<file path="config.mk">
export PLATFORM = sky130hd
export DESIGN_NAME = if_stage
export DESIGN_NICKNAME = d
export VERILOG_FILES = /design/src/rtl/if_stage_pkg.sv /design/src/rtl/if_stage_pc_reg.sv /design/src/rtl/if_stage.sv
export SDC_FILE = /design/constraint.sdc
export NUM_CORES = 1
export LEC_CHECK = 0
export CORE_ASPECT_RATIO = 1.1
export CORE_UTILIZATION = 49
export CTS_CLUSTER_DIAMETER = 200
export DETAILED_ROUTE_END_ITERATION = 10
export PLACE_DENSITY = 0.89
export REMOVE_ABC_BUFFERS = 1
export SLEW_MARGIN = 20
export SYNTH_ARGS = -nofsm -noshare
export SYNTH_HDL_FRONTEND = slang
export SYNTH_HIERARCHICAL = 1
export SYNTH_SLANG_ARGS = --single-unit
</file>
<file path="constraint.sdc">
create_clock -name clk -period 4.5 [get_ports clk]
set_input_delay 0.45 -clock clk [delete_from_list [all_inputs] [get_ports clk]]
set_output_delay 0.45 -clock clk [all_outputs]
set_load 0.05 [all_outputs]
</file>
<file path="src/rtl/if_stage_pkg.sv">
// Shared definitions for the instruction fetch stage.
// Holds the IF/ID bundle layout and fetch constants.
package if_stage_pkg;

  localparam int INSTR_W = 32;
  localparam int IMEM_AW = 7;

  localparam logic [INSTR_W-1:0] NOP_INSTR = 32'h8b1f03ff;

  typedef struct packed {
    logic               valid;
    logic [INSTR_W-1:0] instr;
  } if_id_t;

  localparam if_id_t IF_ID_BUBBLE = '{
    valid: 1'b0,
    instr: NOP_INSTR
  };

endpackage

</file>
<file path="src/rtl/if_stage_pc_reg.sv">
// Program counter register.
// Load takes priority over the enabled update.
module pc_reg #(
  parameter int N = 64
) (
  input  logic         clk,
  input  logic         reset,
  input  logic         en,
  input  logic         load,
  input  logic [N-1:0] load_val,
  input  logic [N-1:0] d,
  output logic [N-1:0] q
);

  // PC state: redirect load first, then enabled advance
  always_ff @(posedge clk or posedge reset) begin
    if (reset) begin
      q <= '0;
    end else if (load) begin
      q <= load_val;
    end else if (en) begin
      q <= d;
    end
  end

endmodule

</file>
<file path="src/rtl/if_stage.sv">
// Instruction fetch stage with IF/ID register.
// Redirects win over stalls and always bubble IF/ID.
import if_stage_pkg::*;

module if_stage #(
  parameter int N = 64
) (
  input  logic               clk,
  input  logic               reset,
  input  logic               stall,
  input  logic               flush,
  input  logic               pcsrc,
  input  logic [N-1:0]       pcbranch,
  output logic [IMEM_AW-1:0] imem_addr,
  input  logic [INSTR_W-1:0] imem_q,
  output logic [N-1:0]       pc_d,
  output logic [INSTR_W-1:0] instr_d,
  output logic               valid_d,
  output logic [15:0]        fetch_count
);

  logic [N-1:0] pc;
  logic [N-1:0] pc_seq;
  logic [N-1:0] pc_tgt;
  logic         load_ok;
  if_id_t       if_id;

  assign pc_seq  = pc + N'(4);
  assign pc_tgt  = pcbranch & ~N'(3);
  assign load_ok = ~flush & ~pcsrc & ~stall;

  pc_reg #(
    .N(N)
  ) u_pc (
    .clk     (clk),
    .reset   (reset),
    .en      (~stall),
    .load    (pcsrc),
    .load_val(pc_tgt),
    .d       (pc_seq),
    .q       (pc)
  );

  assign imem_addr = pc[IMEM_AW+1:2];

  // IF/ID register: bubble on flush/redirect, hold on stall
  always_ff @(posedge clk or posedge reset) begin
    if (reset) begin
      if_id <= IF_ID_BUBBLE;
      pc_d  <= '0;
    end else if (flush | pcsrc) begin
      if_id <= IF_ID_BUBBLE;
      pc_d  <= '0;
    end else if (!stall) begin
      if_id.valid <= 1'b1;
      if_id.instr <= imem_q;
      pc_d        <= pc;
    end
  end

  assign instr_d = if_id.instr;
  assign valid_d = if_id.valid;

  // Count valid loads into IF/ID, saturating at all-ones
  always_ff @(posedge clk or posedge reset) begin
    if (reset) begin
      fetch_count <= '0;
    end else if (load_ok && fetch_count != 16'hFFFF) begin
      fetch_count <= fetch_count + 16'd1;
    end
  end

endmodule

</file>
==> summary.txt <==
Place
  • Placed cell count: 1,195
  • Detailed placer's ending HPWL: 14,820 um
  • Final GP Congestion: 0.8106
  • Dpl cell area: ~0.011 mm2
  • IO Port Bufs: 218

STA
  • Hold slack: 476.9 ps
  • Post-route minimum period: 2914 ps
  • Setup TNS: 0 ps
  • Max Fclk: 343.2 MHz
  • Final Cycle Share: between 60% and 70%
  • Worst-Margin Slew: between 800 and 900 ps
  • Slew headroom: between 40% and 50%
  • Final Hold Vio Count: 0
  • Pins Over Slew Limit: 0
  • Skew final: 11.04 ps
  • RSZ-0062 raised after global routing: no
  • Final Setup Violations: 0

Synthesis
  • Synth top cells by count: dfrtp_1 (158), nand2_1 (101), a22o_1 (68)
  • Post-synth top area share: around 47%
  • Count of cell types in the netlist: 41
  • Most common flop cell mapped by yosys: dfrtp_1
  • Syn Area/Cell: about 11 um2
  • Synth Area in Simple Gates: approximately 14%
  • Top cells by area, synth: dfrtp_1 (47%), mux2i_1 (7.7%), a22o_1 (7.1%)
  • Synth Instances: a little under 800
  • Synth async-reset ratio: 100.0%
  • Synth warn: 6
  • Proportion of synthesized area in mux cells: 7.972%
  • Largest family of logic cells by synthesized area: simple AND/OR/NAND/NOR gates
  • Count leader, synth: dfrtp_1
  • Synth Area in Compound Gates: 13.77%
  • Post-synth EDFFs: 0
  • Sequential share of the synthesized area: 52.73%
  • Synth Register Bits: around 180
  • Mapped Area: 0.008444 mm2
  • Yosys top cell by area: dfrtp_1
  • Synth Area in Adders: 0.2963%
  • Post-Synth XOR/XNOR Area: 7.260%

Global route
  • Largest net degree at the start of global routing: 84
  • GRT Total Usage: about a quarter
  • Vias in the first global route: 6,779
  • First-pass GRT wire length: 35,220 um
  • Antenna violations before repair: 0
  • Grt ovf: 0

Drt
  • Top routing layer in use: met4
  • Vias per cell: between 5 and 6
  • DRT Pass-1 Iters: 5
  • M1 WL: about 9300 um
  • DRC: 0
  • WL/cell: 17.80 um
  • WL met3: 1169 um
  • Detail Route Antenna Nets: 0
  • Metal2 WL: 10,760 um
  • Total number of vias: a little under 7k
  • WL final: 21,840 um
  • Iteration-0 DRC Markers: 432

Clocking
  • CTS Buf Count: 17
  • Clk buf depth: 2
  • Worst-Skew Late Latency: between 400 and 500 ps
  • Resize count post-CTS: 0
  • Post-CTS setup repair buffer count: 0
  • CTS tree: yes
  • Sink Count: around 180
  • Worst-path clk slew: around 60 ps
  • CTS H-Tree Depth: 4
  • CTS Hold Bufs: 0
  • Root Driver: clkbuf_16

Min path
  • HP Start: pc_d[6]
  • Worst hold-check path type: flip-flop to flip-flop

Floorplanning
  • Initial Util: between 50% and 60%
  • Num ports: about 220
  • Area of the core: 0.01661 mm2
  • DIE WIDTH: 127.2 um
  • Die Area: 0.01776 mm2
  • Cell Rows: 49
  • Die Y-Extent: about 140 um

Cells and area
  • Cell area after layout: 0.01135 mm2
  • Ant diodes: 0
  • Layout cell share with drive strength beyond 1: 7.715%
  • Final core utilization: 68.31%
  • Cell Count, Final, Fillers Out: 1,227
  • P&R area growth vs syn: 34.40%
  • Fillcell total: roughly 1.2k
  • Final nets: 1,088

Power and ir drop
  • Sw Pwr: 1.195 mW
  • Switching Share: 29.04%
  • Sequential power share: between 40% and 50%
  • Leakage: between 4 and 5 nW
  • Logic pwr share: 18.4%
  • Clock power share: 36.6%
  • P_int: around 3 mW
  • VDD IR-drop max: about 270 uV
  • PD cells: 362.6 mW/mm2

Run status
  • Status: finished, final reports clean

Setup path
  • Reg2Reg Setup Slack: approximately 1600 ps
  • Worst r2r src: u_pc/q[2]
  • CP arrival: 3260 ps
  • Crit path required time: approximately 4900 ps
  • WS Path Type: flip-flop to flip-flop
  • Worst Setup End Kind: flip-flop
  • Worst-path maximum fanout: 9
  • Worst setup path start: u_pc/q[2]
  • Startpoint Class: flip-flop

Run
  • Number of max-cap violations: 0
[routing by layer]
metal | global-route usage (%) | vias up
met4 | 9.837 | 0
li1 | - | 3206
met1 | 32.18 | 3364
met3 | 5.652 | 42
met2 | 42.63 | 248
met5 | 0 | -
[flip-flops by register name, summed over array words and instances (netlist names)]
name         cells
fetch_count     16
u_pc/q          64
valid_d          1
instr_d         32
pc_d            64
[placed cells by master (no fill, tap or decap), drive strengths merged, types with 11 or more instances in the layout]
| master | n |
|---|---|
| a22o | 68 |
| clkbuf | 23 |
| clkdlybuf4s50 | 217 |
| dfrtp | 158 |
| dfstp | 19 |
| inv | 11 |
| mux2i | 65 |
| nand2 | 101 |
| nand3 | 35 |
| nand4 | 20 |
| nor2 | 31 |
| nor3 | 16 |
| nor4 | 13 |
| o21ai | 73 |
| o22a | 19 |
| xnor2 | 32 |
| xor2 | 38 |
[cell families (layout without fill, tap and decap cells)]
group | after synthesis | after routing
mux | 67 | 67
other cells | 1 | 2
buf+inv | 54 | 271
compound gates | 166 | 166
fa+ha+maj | 2 | 2
flops | 177 | 177
xor+xnor | 70 | 70
simple gates | 243 | 243
[final cells by class]
| class | count | area, um2 | share of cell area [%] |
|---|---|---|---|
| flip-flops and latches | 177 | 4453 | 39.24 |
| multi-input cells | 550 | 3711 | 32.70 |
| repair buffers | 227 | 2247 | 19.80 |
| clock buffers | 23 | 467.9 | 4.123 |
| well taps | 229 | 286.5 | 2.525 |
| clock inverters | 9 | 132.6 | 1.169 |
| inverters | 12 | 51.30 | 0.4520 |
[critical path, stage by stage, from the launching register on]
cell	delay (ps)
dfrtp_1	460
ha_1	230
nand3_1	250
nor3_1	480
nand4_1	590
nor3_1	420
xor2_1	170
mux2i_1	90
o21ai_1	140
[final timing paths]
path,endpoint,depth (start not counted)
min in group asynchronous,pc_d[55],2
max,u_pc/q[58],8
max reg2reg,u_pc/q[58],8
min reg2reg,pc_d[6],2
min,pc_d[6],2
max in group asynchronous,u_pc/q[0],3
[power by group through the flow]
stage          Sequential (mW)  Clock, mW  Combinational [mW]
2_1_floorplan             2.05          0               0.268
3_3_place_gp              1.87          0               0.743
3_5_place_dp              1.87          0               0.758
4_1_cts                   1.85       1.53               0.762
5_1_grt                   1.87       1.60               0.811
6_report                  1.85       1.51               0.758
[through the flow]
stage	power (mW)	worst slack (ps)
after CTS	4.141	1639
after global routing	4.275	1354
after floorplan	2.317	-1851
after detailed placement	2.632	1675
after global placement	2.610	1746
final	4.116	1586
Note: power is estimated with default switching activity, not from simulation.
